`config.mk`:
```
export PLATFORM = sky130hd
export DESIGN_NAME = thymesisflow_credit_tx_gate_flat
export DESIGN_NICKNAME = d
export VERILOG_FILES = /design/src/rtl/thymesisflow_credit_tx_gate_if.sv /design/src/rtl/thymesisflow_credit_tx_gate.sv /design/src/flat_wrapper.sv
export SDC_FILE = /design/constraint.sdc
export NUM_CORES = 1
export LEC_CHECK = 0
export ABC_AREA = 1
export CAP_MARGIN = 0
export CORE_ASPECT_RATIO = 1.5
export CORE_MARGIN = 1
export CORE_UTILIZATION = 37
export CTS_CLUSTER_SIZE = 14
export DETAILED_ROUTE_END_ITERATION = 10
export SYNTH_ARGS = -nofsm -noshare
export SYNTH_HDL_FRONTEND = slang
export SYNTH_SLANG_ARGS = --single-unit
```
`constraint.sdc`:
```
create_clock -name clock -period 11.8 [get_ports clock]
set_input_delay 1.77 -clock clock [delete_from_list [all_inputs] [get_ports clock]]
set_output_delay 1.77 -clock clock [all_outputs]
set_load 0.02 [all_outputs]
```
`src/rtl/thymesisflow_credit_tx_gate_if.sv`:
```
`timescale 1ns/1ps
`default_nettype none
// ============================================================================
//  Module      : thymesisflow_credit_tx_gate_if
//  Description : Upstream flit handshake bundle feeding the credit TX gate.
//                The master drives valid/data and the slave returns ready.
//  Revision    : 1.0 - initial release
// ============================================================================
interface thymesisflow_credit_tx_gate_if #(
    parameter int DATA_W = 64
) ();

    logic              s_valid;
    logic              s_ready;
    logic [DATA_W-1:0] s_data;

    // Producer side of the handshake
    modport master (
        output s_valid,
        output s_data,
        input  s_ready
    );

    // Consumer side of the handshake (the TX gate)
    modport slave (
        input  s_valid,
        input  s_data,
        output s_ready
    );

endinterface
`default_nettype wire

```
`src/rtl/thymesisflow_credit_tx_gate.sv`:
```
`timescale 1ns/1ps
`default_nettype none
// ============================================================================
//  Module      : thymesisflow_credit_tx_gate
//  Description : Credit-gated transmit stage. Buffers outbound flits in a
//                small FIFO and releases at most one per cycle while the
//                downstream credit manager reports credits. Drives the
//                manager's consume/reset inputs, supports a discard flush,
//                a sticky error state and a saturating credit-stall counter.
//  Revision    : 1.0 - initial release
// ============================================================================
module thymesisflow_credit_tx_gate #(
    parameter int DATA_W     = 64,
    parameter int FIFO_AW    = 3,
    parameter int CREDIT_MSB = 2,
    parameter int STALL_W    = 16
) (
    input  logic                  clock,
    input  logic                  resetn,

    // upstream flit handshake (s_valid / s_ready / s_data)
    thymesisflow_credit_tx_gate_if.slave up,

    // credit manager side
    input  logic [CREDIT_MSB:0]   credits_available,
    input  logic                  credit_err,
    output logic                  consume_credit,
    output logic                  credit_reset,

    // control
    input  logic                  flush,
    input  logic                  stall_clr,

    // link side
    output logic                  tx_valid,
    output logic [DATA_W-1:0]     tx_data,

    // status
    output logic                  err,
    output logic [STALL_W-1:0]    stall_cnt
);

    localparam int                 DEPTH      = 1 << FIFO_AW;
    localparam logic [FIFO_AW:0]   FULL_COUNT = (FIFO_AW+1)'(DEPTH);

    typedef enum logic [1:0] {
        ST_RUN   = 2'd0,
        ST_FLUSH = 2'd1,
        ST_ERROR = 2'd2
    } state_t;

    state_t               state;
    state_t               state_nxt;
    logic                 flush_done;

    logic [DATA_W-1:0]    mem [DEPTH];
    logic [FIFO_AW-1:0]   wr_ptr;
    logic [FIFO_AW-1:0]   rd_ptr;
    logic [FIFO_AW:0]     count;

    logic                 empty;
    logic                 full;
    logic                 has_credit;
    logic                 push;
    logic                 pop;
    logic                 issue;
    logic                 stall;

    // ------------------------------------------------------------------
    // Occupancy flags and handshake / issue decisions
    // ------------------------------------------------------------------
    assign empty      = (count == '0);
    assign full       = (count == FULL_COUNT);
    assign has_credit = (credits_available != '0);

    // No pass-through: a full FIFO refuses a push even when it pops.
    assign up.s_ready = (state == ST_RUN) && !full;
    assign push       = up.s_valid && up.s_ready;

    // The manager updates on the same edge, so credits_available is
    // always current and one consume per cycle can never underflow it.
    assign issue      = (state == ST_RUN) && !empty && has_credit;

    // Flushing drains one entry per cycle without spending a credit.
    assign pop        = issue || ((state == ST_FLUSH) && !empty);

    assign consume_credit = issue;
    assign err            = (state == ST_ERROR);
    assign stall          = (state == ST_RUN) && !empty && !has_credit;

    // State register
    always_ff @(posedge clock) begin
        if (!resetn) begin
            state <= ST_RUN;
        end else begin
            state <= state_nxt;
        end
    end

    // Next-state logic; a credit error wins over any flush request
    always_comb begin
        state_nxt  = state;
        flush_done = 1'b0;
        case (state)
            ST_RUN: begin
                if (credit_err) begin
                    state_nxt = ST_ERROR;
                end else if (flush) begin
                    state_nxt = ST_FLUSH;
                end
            end
            ST_FLUSH: begin
                if (credit_err) begin
                    state_nxt = ST_ERROR;
                end else if (empty) begin
                    state_nxt  = ST_RUN;
                    flush_done = 1'b1;
                end
            end
            ST_ERROR: begin
                state_nxt = ST_ERROR;
            end
            default: begin
                state_nxt = ST_RUN;
            end
        endcase
    end

    // FIFO pointers and occupancy; pointers wrap naturally at the depth
    always_ff @(posedge clock) begin
        if (!resetn) begin
            wr_ptr <= '0;
            rd_ptr <= '0;
            count  <= '0;
        end else begin
            if (push) begin
                wr_ptr <= wr_ptr + 1'b1;
            end
            if (pop) begin
                rd_ptr <= rd_ptr + 1'b1;
            end
            case ({push, pop})
                2'b10:   count <= count + 1'b1;
                2'b01:   count <= count - 1'b1;
                default: count <= count;
            endcase
        end
    end

    // FIFO storage; contents are qualified by the pointers, so no reset
    always_ff @(posedge clock) begin
        if (push) begin
            mem[wr_ptr] <= up.s_data;
        end
    end

    // Link output register: valid for one cycle after each issue, data held
    always_ff @(posedge clock) begin
        if (!resetn) begin
            tx_valid <= 1'b0;
            tx_data  <= '0;
        end else begin
            tx_valid <= issue;
            if (issue) begin
                tx_data <= mem[rd_ptr];
            end
        end
    end

    // One-cycle credit reload pulse when a flush has drained the FIFO.
    // Not raised by resetn: the manager shares that reset already.
    always_ff @(posedge clock) begin
        if (!resetn) begin
            credit_reset <= 1'b0;
        end else begin
            credit_reset <= flush_done;
        end
    end

    // Saturating credit-stall counter; clear has priority over increment
    always_ff @(posedge clock) begin
        if (!resetn) begin
            stall_cnt <= '0;
        end else if (stall_clr) begin
            stall_cnt <= '0;
        end else if (stall && !(&stall_cnt)) begin
            stall_cnt <= stall_cnt + 1'b1;
        end
    end

endmodule
`default_nettype wire

```
`src/flat_wrapper.sv`:
```
// flat-port wrapper written by rule: the top's interface ports become plain ports
module thymesisflow_credit_tx_gate_flat 
#(
    parameter int DATA_W     = 64,
    parameter int FIFO_AW    = 3,
    parameter int CREDIT_MSB = 2,
    parameter int STALL_W    = 16
)
  (clock, resetn, credits_available, credit_err, consume_credit, credit_reset, flush, stall_clr, tx_valid, tx_data, err, stall_cnt, up_s_valid, up_s_data, up_s_ready);
  thymesisflow_credit_tx_gate_if #(.DATA_W(DATA_W)) up_i ();
  input  logic clock;
  input  logic resetn;
  input  logic [CREDIT_MSB:0] credits_available;
  input  logic credit_err;
  output logic consume_credit;
  output logic credit_reset;
  input  logic flush;
  input  logic stall_clr;
  output logic tx_valid;
  output logic [DATA_W-1:0] tx_data;
  output logic err;
  output logic [STALL_W-1:0] stall_cnt;
  input wire logic [$bits(up_i.s_valid)-1:0] up_s_valid;
  input wire logic [$bits(up_i.s_data)-1:0] up_s_data;
  output wire logic [$bits(up_i.s_ready)-1:0] up_s_ready;
  assign up_i.s_valid = up_s_valid;
  assign up_i.s_data = up_s_data;
  assign up_s_ready = up_i.s_ready;
  thymesisflow_credit_tx_gate #(.DATA_W(DATA_W), .FIFO_AW(FIFO_AW), .CREDIT_MSB(CREDIT_MSB), .STALL_W(STALL_W)) u_core (.clock(clock), .resetn(resetn), .up(up_i), .credits_available(credits_available), .credit_err(credit_err), .consume_credit(consume_credit), .credit_reset(credit_reset), .flush(flush), .stall_clr(stall_clr), .tx_valid(tx_valid), .tx_data(tx_data), .err(err), .stall_cnt(stall_cnt));
endmodule
```
==> results.md, run 1 <==
* Critical path data arrival time at 3.78 ns
* Most numerous cell on the critical path: sky130_fd_sc_hd__clkdlybuf4s50_1
* Fill count at slightly below 6000
* Core area at 0.0633 mm2
* Gr usage total at 0.173
* Most crowded layer after global routing: met2
* Routability-driven placement congestion ratio at around 0.8
* Count of final hold-check violations at 0
* Fraction of met2 tracks used by global routing at 0.312
* 1st-iter DRT viols at around 1100
* Largest buffer count on any clock path at 3
* Hold slack at 0.495 ns
* Standard-cell row count at about 110
* Boundary pin count at 158
* Peak clock frequency supported by timing at between 0.15 and 0.2 GHz
* Root Buffer Master: sky130_fd_sc_hd__clkbuf_16
* Share of Yosys cell area claimed by the top area cell type at 0.649
* Detail Route Antenna Nets at 0
* Yosys warns at 0
* Startpoint kind of the worst setup timing path: input pin
* Setup-violating endpoint count in the final report at 0
* DRC Markers at 0
* Number of storage elements in the synthesis netlist at approximately 600
* Final cell area excluding filler cells at 0.0275 mm2
* Kind of capture point of the worst setup path: output pin
* Grt total ovfl at 0
* Overall via count from detail_route at about 15000
* Power density over the cells at around 220 mW/mm2
* Final critical delay including setup and external delays at approximately 5.5 ns
* Path type of the worst min-delay path: reg -> reg
* Die height at between 300 and 400 um
* Status: finished clean
* Count of cell types in the netlist at 26
* Slowest stage delay, CP at ~0.74 ns
* Combined area of all synthesized cells at ~0.024 mm2
* Largest voltage drop on the vdd net at roughly 0.00013 V
* Max-cap violations at 0
* Count of TritonRoute iterations in the first routing pass at 6
* Layout cells sized above 1 at 0.0523
* Global-route wire length before repair at a little under 90 mm
* Crit path max-delay family: buffers and inverters
* Count of input and output buffers at 157
* Clock tree from TritonCTS: built
* Total die area at 0.0650 mm2
* Number of setup buffers added after CTS at 0
* Critical Path Fanout Max at 62
* # H-tree levels at 2
* Area growth, synth to finish at 16.3%
* GRT met1 Usage at 0.211
* Relative slew margins at 0.210
* RSZ-0062 raised after global routing: no
* Number of enable-type register cells in the synthesized netlist at between 500 and 600
* Number of sinks handled by clock tree synthesis at approximately 610
* Starting utilization of the core area at 0.374
* CTS clock-pin slew for the worst setup and hold paths at 0.06 ns
* Met3 Track Usage GR at 0.0303
* Area of the multi-input gates at 0.00572 mm2
* Number of nets in the layout at roughly 2200
* Final total power at 6.03 mW
* Max stage delay cell, worst path: sky130_fd_sc_hd__clkdlybuf4s50_1
* Required time of the worst setup path at 10.03 ns
* Cells along the critical path: clkdlybuf4s50_1, inv_1, nand2_1, nand3_2, inv_4, clkdlybuf4s50_1
* Maximum number of pins on one net before global-route repair at 150
* WP buf/inv at 4
* Top flip-flop cell by instance count after synthesis: sky130_fd_sc_hd__edfxtp_1
* Vias in the first global route at 15100
* Final worst path period share at 0.470
* Slew @ Worst Pin at between 1 and 1.5 ns
* Routed wire length at approximately 57 mm
* Syn nets at roughly 2100
* Most area-hungry cell type in the Yosys netlist: sky130_fd_sc_hd__edfxtp_1
* Num CTS Buffers at 54
* Vias per cell at slightly above 5
* Number of cells produced by synthesis at slightly above 2000
* Ranking of synthesized cells by area: sky130_fd_sc_hd__edfxtp_1, sky130_fd_sc_hd__nor2_1, sky130_fd_sc_hd__dfxtp_1
* Die X-Extent at about 210 um
* Pins over their slew limit at 0
* Clock insertion delay at the later pin of the skew report at approximately 0.60 ns
* Sequential element share of the synthesized area at 0.729
* Post-detailed-route wirelength per cell at 18.9 um
* Initial antenna violation count at 7
* Class of the most critical setup path: in -> out
* Final antenna diode count at 0
* Storage cell area at approximately 0.017 mm2
* Quantity of gates resized following cts at 0
* Leakage power figure at about 9.2 nW
* Post-synthesis area per instance at around 12 um2
* Clock tree skew after final layout at roughly 0.03 ns
* Half-perimeter wire length after detailed placement at between 30 and 40 mm
* # hold bufs at CTS at 0
* Final total negative setup slack at 0 ns
* Asr flop ratio synth at 0
* Dpl cell area at between 0.02 and 0.03 mm2
state kept, by name (all words and copies together) (netlist names):
signal	flops
u_core.tx_valid	1
u_core.state	2
u_core.stall_cnt	16
u_core.count	4
u_core.credit_reset	1
u_core.mem	512
u_core.rd_ptr	3
u_core.wr_ptr	3
u_core.tx_data	64
routing by layer:
| metal | part of all wire | up-vias |
|---|---|---|
| met5 | 0.0012 | - |
| met1 | 0.42 | 7535 |
| met3 | 0.046 | 88 |
| met2 | 0.52 | 343 |
| met4 | 0.021 | 10 |
| li1 | - | 7379 |
worst register-to-register path, stage by stage, from the launching register on:
cell,delay [ns]
sky130_fd_sc_hd__dfxtp_4,0.60
sky130_fd_sc_hd__inv_6,0.90
sky130_fd_sc_hd__buf_4,0.97
sky130_fd_sc_hd__o21ai_0,0.39
sky130_fd_sc_hd__nand3_1,0.15
sky130_fd_sc_hd__nand2_1,0.13
sky130_fd_sc_hd__a21oi_1,0.15
through the flow:
stage,utilization,setup WS [ns],instances
2_1_floorplan,-,4.85,2048
3_3_place_gp,0.408,6.22,2905
3_5_place_dp,0.408,6.21,2905
4_1_cts,0.435,6.20,3005
5_1_grt,0.435,6.12,3005
6_report,0.435,6.25,3005
kinds of logic (layout without fill, tap and decap cells):
group,after synthesis,in the layout,share of synthesized area
adders and majority gates,7,7,0.00402
and+or+nand+nor,858,858,0.146
AOI/OAI and AO/OA,416,416,0.0879
xor gates and xnor gates,5,5,0.00185
buffers and inverters,156,308,0.0319
DFF,606,606,0.729
placed cells by master (no fill, tap or decap), drive strengths merged:
master / count
nor3: 6
clkdlybuf4s50: 156
ha: 6
xnor2: 2
nand3b: 2
and2: 1
bufinv: 1
clkinv: 10
nor2: 573
edfxtp: 512
dfxtp: 94
o21ai: 331
clkbuf: 88
a21oi: 85
fa: 1
nand2: 122
or2: 1
xor2: 3
nand4: 3
inv: 35
buf: 17
clkinvlp: 1
nand3: 150
report_power, final:
part,internal (mW),switching [mW],total [mW]
sequential,2.49,0.163,2.66
clock,0.951,0.762,1.71
combinational,0.583,1.08,1.66
total,4.03,2.00,6.03
path summary, 6_finish.rpt:
kind | start | to | slack, ns | cells after the start
setup / recovery | credits_available[0] | consume_credit | 6.25 | 6
hold / removal | u_core.wr_ptr[0]$_SDFFE_PN0P_ | u_core.wr_ptr[0]$_SDFFE_PN0P_ | 0.50 | 2
setup reg to reg | u_core.rd_ptr[0]$_SDFFE_PN0P_ | u_core.tx_data[3]$_SDFFE_PN0P_ | 8.45 | 6
hold reg to reg | u_core.wr_ptr[0]$_SDFFE_PN0P_ | u_core.wr_ptr[0]$_SDFFE_PN0P_ | 0.50 | 2
synth_stat cells (4+ instances only):
cell	instances
sky130_fd_sc_hd__nor2_1	569
sky130_fd_sc_hd__o21ai_1	40
sky130_fd_sc_hd__ha_1	6
sky130_fd_sc_hd__buf_6	16
sky130_fd_sc_hd__buf_4	7
sky130_fd_sc_hd__edfxtp_1	512
sky130_fd_sc_hd__nand2_1	122
sky130_fd_sc_hd__buf_1	11
sky130_fd_sc_hd__clkbuf_1	69
sky130_fd_sc_hd__nor3_1	6
sky130_fd_sc_hd__inv_1	32
sky130_fd_sc_hd__nor2_2	4
sky130_fd_sc_hd__buf_2	18
sky130_fd_sc_hd__nand3_1	149
sky130_fd_sc_hd__a21oi_1	85
sky130_fd_sc_hd__o21ai_0	291
sky130_fd_sc_hd__dfxtp_1	94
layout make-up:
cell class | count | share of cell area
clock inverters | 12 | 0.00413
flip-flops and latches | 606 | 0.627
clock buffers | 88 | 0.0581
repair buffers | 173 | 0.0613
inverters | 35 | 0.00518
well taps | 805 | 0.0366
multi-input cells | 1286 | 0.208
(Power assumes the default switching activity.)
==> inputs of run 2 (changes only) <==
clock period = 5.2 ns   (was 11.8 ns; I/O delays follow)
==> results.md, run 2 (synthesis gave the netlist of run 1 again) <==
* Status: finished clean
* Clock tree from TritonCTS: built
* Reg2reg start: u_core.state[0]$_SDFFE_PN0P_
* Number of instances on the worst hold path at 1 (-1)
* Standard-cell row count at 113 (unchanged)
* Area of the multi-input gates at 0.00572 mm2 (unchanged)
* 1st-iter DRT viols at 1204 (+10%)
* Boundary pin count at 158 (unchanged)
* R2R setup slack at 2.47 ns (-5.98 ns)
* Path type of the worst min-delay path: reg -> reg
* Total die area at 0.0650 mm2 (unchanged)
* Largest Register: u_core.mem
* Dpl cell area at 0.0260 mm2 (+0.48%)
* Peak clock frequency supported by timing at 0.278 GHz
* Quantity of gates resized following cts at 0 (unchanged)
* Count of TritonRoute iterations in the first routing pass at 7 (+1)
* Grt total ovfl at 0 (unchanged)
* Initial antenna violation count at 7 (unchanged)
* # H-tree levels at 2 (unchanged)
* Overall via count from detail_route at 15400 (+0.46%)
* Die X-Extent at 209 um (unchanged)
* Most numerous cell on the critical path: sky130_fd_sc_hd__clkdlybuf4s50_1
* Clock tree skew after final layout at 0.0154 ns (-0.0146 ns)
* Slew @ Worst Pin at 1.27 ns (+0.0825 ns)
* Final Core Density at 0.437 (+0.00198)
* RSZ-0062 raised after global routing: no
* WP buf/inv at 4 (unchanged)
* Number of sinks handled by clock tree synthesis at 606 (unchanged)
* Commonest non-fill, non-tap cell in the layout: sky130_fd_sc_hd__nor2_1
* Critical path data arrival time at 2.81 ns (-0.97 ns)
* Final worst-path setup slack at 1.61 ns (-4.65 ns)
* Biggest regs: u_core.mem x512, u_core.tx_data x64, u_core.stall_cnt x16
* Class of the most critical setup path: in -> out
* Capture instance of the worst register-to-register path: u_core.mem[2][4]$_DFFE_PP_
* Largest buffer count on any clock path at 3 (unchanged)
* Top library cells by usage in the layout, fill and taps aside: sky130_fd_sc_hd__nor2_1, sky130_fd_sc_hd__edfxtp_1, sky130_fd_sc_hd__o21ai_0
* Kind of capture point of the worst setup path: output pin
* Vias in the first global route at 15100 (+0.52%)
* DRC Markers at 0 (unchanged)
* Maximum number of pins on one net before global-route repair at 227 (+51%)
* Depth of the most critical reg-to-reg path at 5 (-1)
* Global-route wire length before repair at 86.9 mm (-1.2%)
* Final cell area excluding filler cells at 0.0277 mm2 (+0.45%)
* Flip-flop count of the largest register after layout at 512 (unchanged)
* Count of input and output buffers at 157 (unchanged)
* Root Buffer Master: sky130_fd_sc_hd__clkbuf_16
* Largest voltage drop on the vdd net at 0.000377 V (+200%)
* Num CTS Buffers at 54 (unchanged)
* Starting utilization of the core area at 0.374 (unchanged)
* Leakage power figure at 9.26 nW (+0.40%)
* Number of nets in the layout at 2241 (+0.22%)
* Cells along the critical path: clkdlybuf4s50_1, inv_1, nand2_1, nand3_2, inv_4, clkdlybuf4s50_1
* Fill count at 5779 (+0.31%)
* Area growth, synth to finish at 16.8%
* End point of the worst hold path: u_core.count[0]$_SDFFE_PN0P_
* Post-detailed-route wirelength per cell at 18.9 um (-0.33%)
* Slowest stage delay, CP at 0.73 ns (about the same)
* Routed wire length at 56.8 mm (about the same)
* Critical Path Fanout Max at 62 (unchanged)
* Count of final hold-check violations at 0 (unchanged)
* Routability-driven placement congestion ratio at 0.818 (+0.93%)
* Crit path max-delay family: buffers and inverters
* CTS clock-pin slew for the worst setup and hold paths at 0.06 ns (about the same)
* Storage cell area at 0.0173 mm2 (unchanged)
* Relative slew margins at 0.155 (-0.0550)
* Layout cells sized above 1 at 0.0526 (+0.000311)
* Max stage delay cell, worst path: sky130_fd_sc_hd__clkdlybuf4s50_1
* Detail Route Antenna Nets at 0 (unchanged)
* Pins over their slew limit at 0 (unchanged)
* Gr usage total at 0.171 (-0.00182)
* Startpoint kind of the worst setup timing path: input pin
* Half-perimeter wire length after detailed placement at 31.0 mm (+1.3%)
* Final critical delay including setup and external delays at about 3.6 ns
* Vias per cell at 5.12 (+0.23%)
* Setup-violating endpoint count in the final report at 0 (unchanged)
* Required time of the worst setup path at 4.42 ns (-5.61 ns)
* Die height at 312 um (unchanged)
* Hold Startpoint: u_core.count[0]$_SDFFE_PN0P_
* Max-cap violations at 0 (unchanged)
* Core area at 0.0633 mm2 (unchanged)
* Final worst path period share at 0.691
* Number of setup buffers added after CTS at 0 (unchanged)
* Clock insertion delay at the later pin of the skew report at 0.59 ns (about the same)
* # hold bufs at CTS at 0 (unchanged)
* Power density over the cells at 496 mW/mm2 (+130%)
* Worst setup slack before clock tree synthesis at 1.58 ns (-4.62 ns)
==> run 2: cell types whose count changed in the layout (fill, tap and decap cells not counted), sizes merged <==
cell,change
bufinv,+1
diode,+1
clkbuf,-1
buf,+5
clkinvlp,+1
==> run 2: report_power, final <==
group | internal, mW | switching (mW) | total [mW] | leakage, nW
sequential | 5.66 | 0.305 | 5.96 | 5.41
clock | 2.19 | 1.70 | 3.89 | 0.828
combinational | 1.34 | 2.53 | 3.87 | 3.03
==> run 2: how the worst max path moves through the flow <==
stage / cells after the start / startpoint / end
floorplan: 2 / up_s_valid / u_core.mem[7][0]$_DFFE_PP_
global placement: 6 / credits_available[0] / consume_credit
detailed placement: 6 / credits_available[0] / consume_credit
CTS: 6 / credits_available[0] / consume_credit
global route: 6 / credits_available[0] / consume_credit
finish: 6 / credits_available[0] / consume_credit
==> run 2: cell type report <==
cell class,instances,share of cell area
Inverter,35,0.00516
Multi-Input combinational cell,1286,0.207
Clock inverter,14,0.00448
Antenna cell,1,0.0000904
Timing Repair Buffer,178,0.0656
Clock buffer,87,0.0574
Tap cell,805,0.0364
Sequential cell,606,0.624
==> run 2: metal layers <==
metal | up-vias | wire, um | global-route usage
met5 | - | 81 | 0
li1 | 7401 | - | -
met1 | 7615 | 23700 | 0.209
met3 | 83 | 2560 | 0.0300
met4 | 12 | 1180 | 0.0498
met2 | 315 | 29300 | 0.307
==> run 2: stage by stage <==
stage / power (mW) / setup TNS [ns] / std cells / hold WS [ns]
final: 13.7 / 0 / 3012 / 0.497
after global routing: 14.5 / 0 / 3011 / 0.515
after CTS: 13.9 / 0 / 3011 / 0.501
after detailed placement: 10.0 / 0 / 2910 / 0.488
after global placement: 9.91 / 0 / 2910 / 0.467
after floorplan: 8.61 / -195.10 / 2048 / 0.456
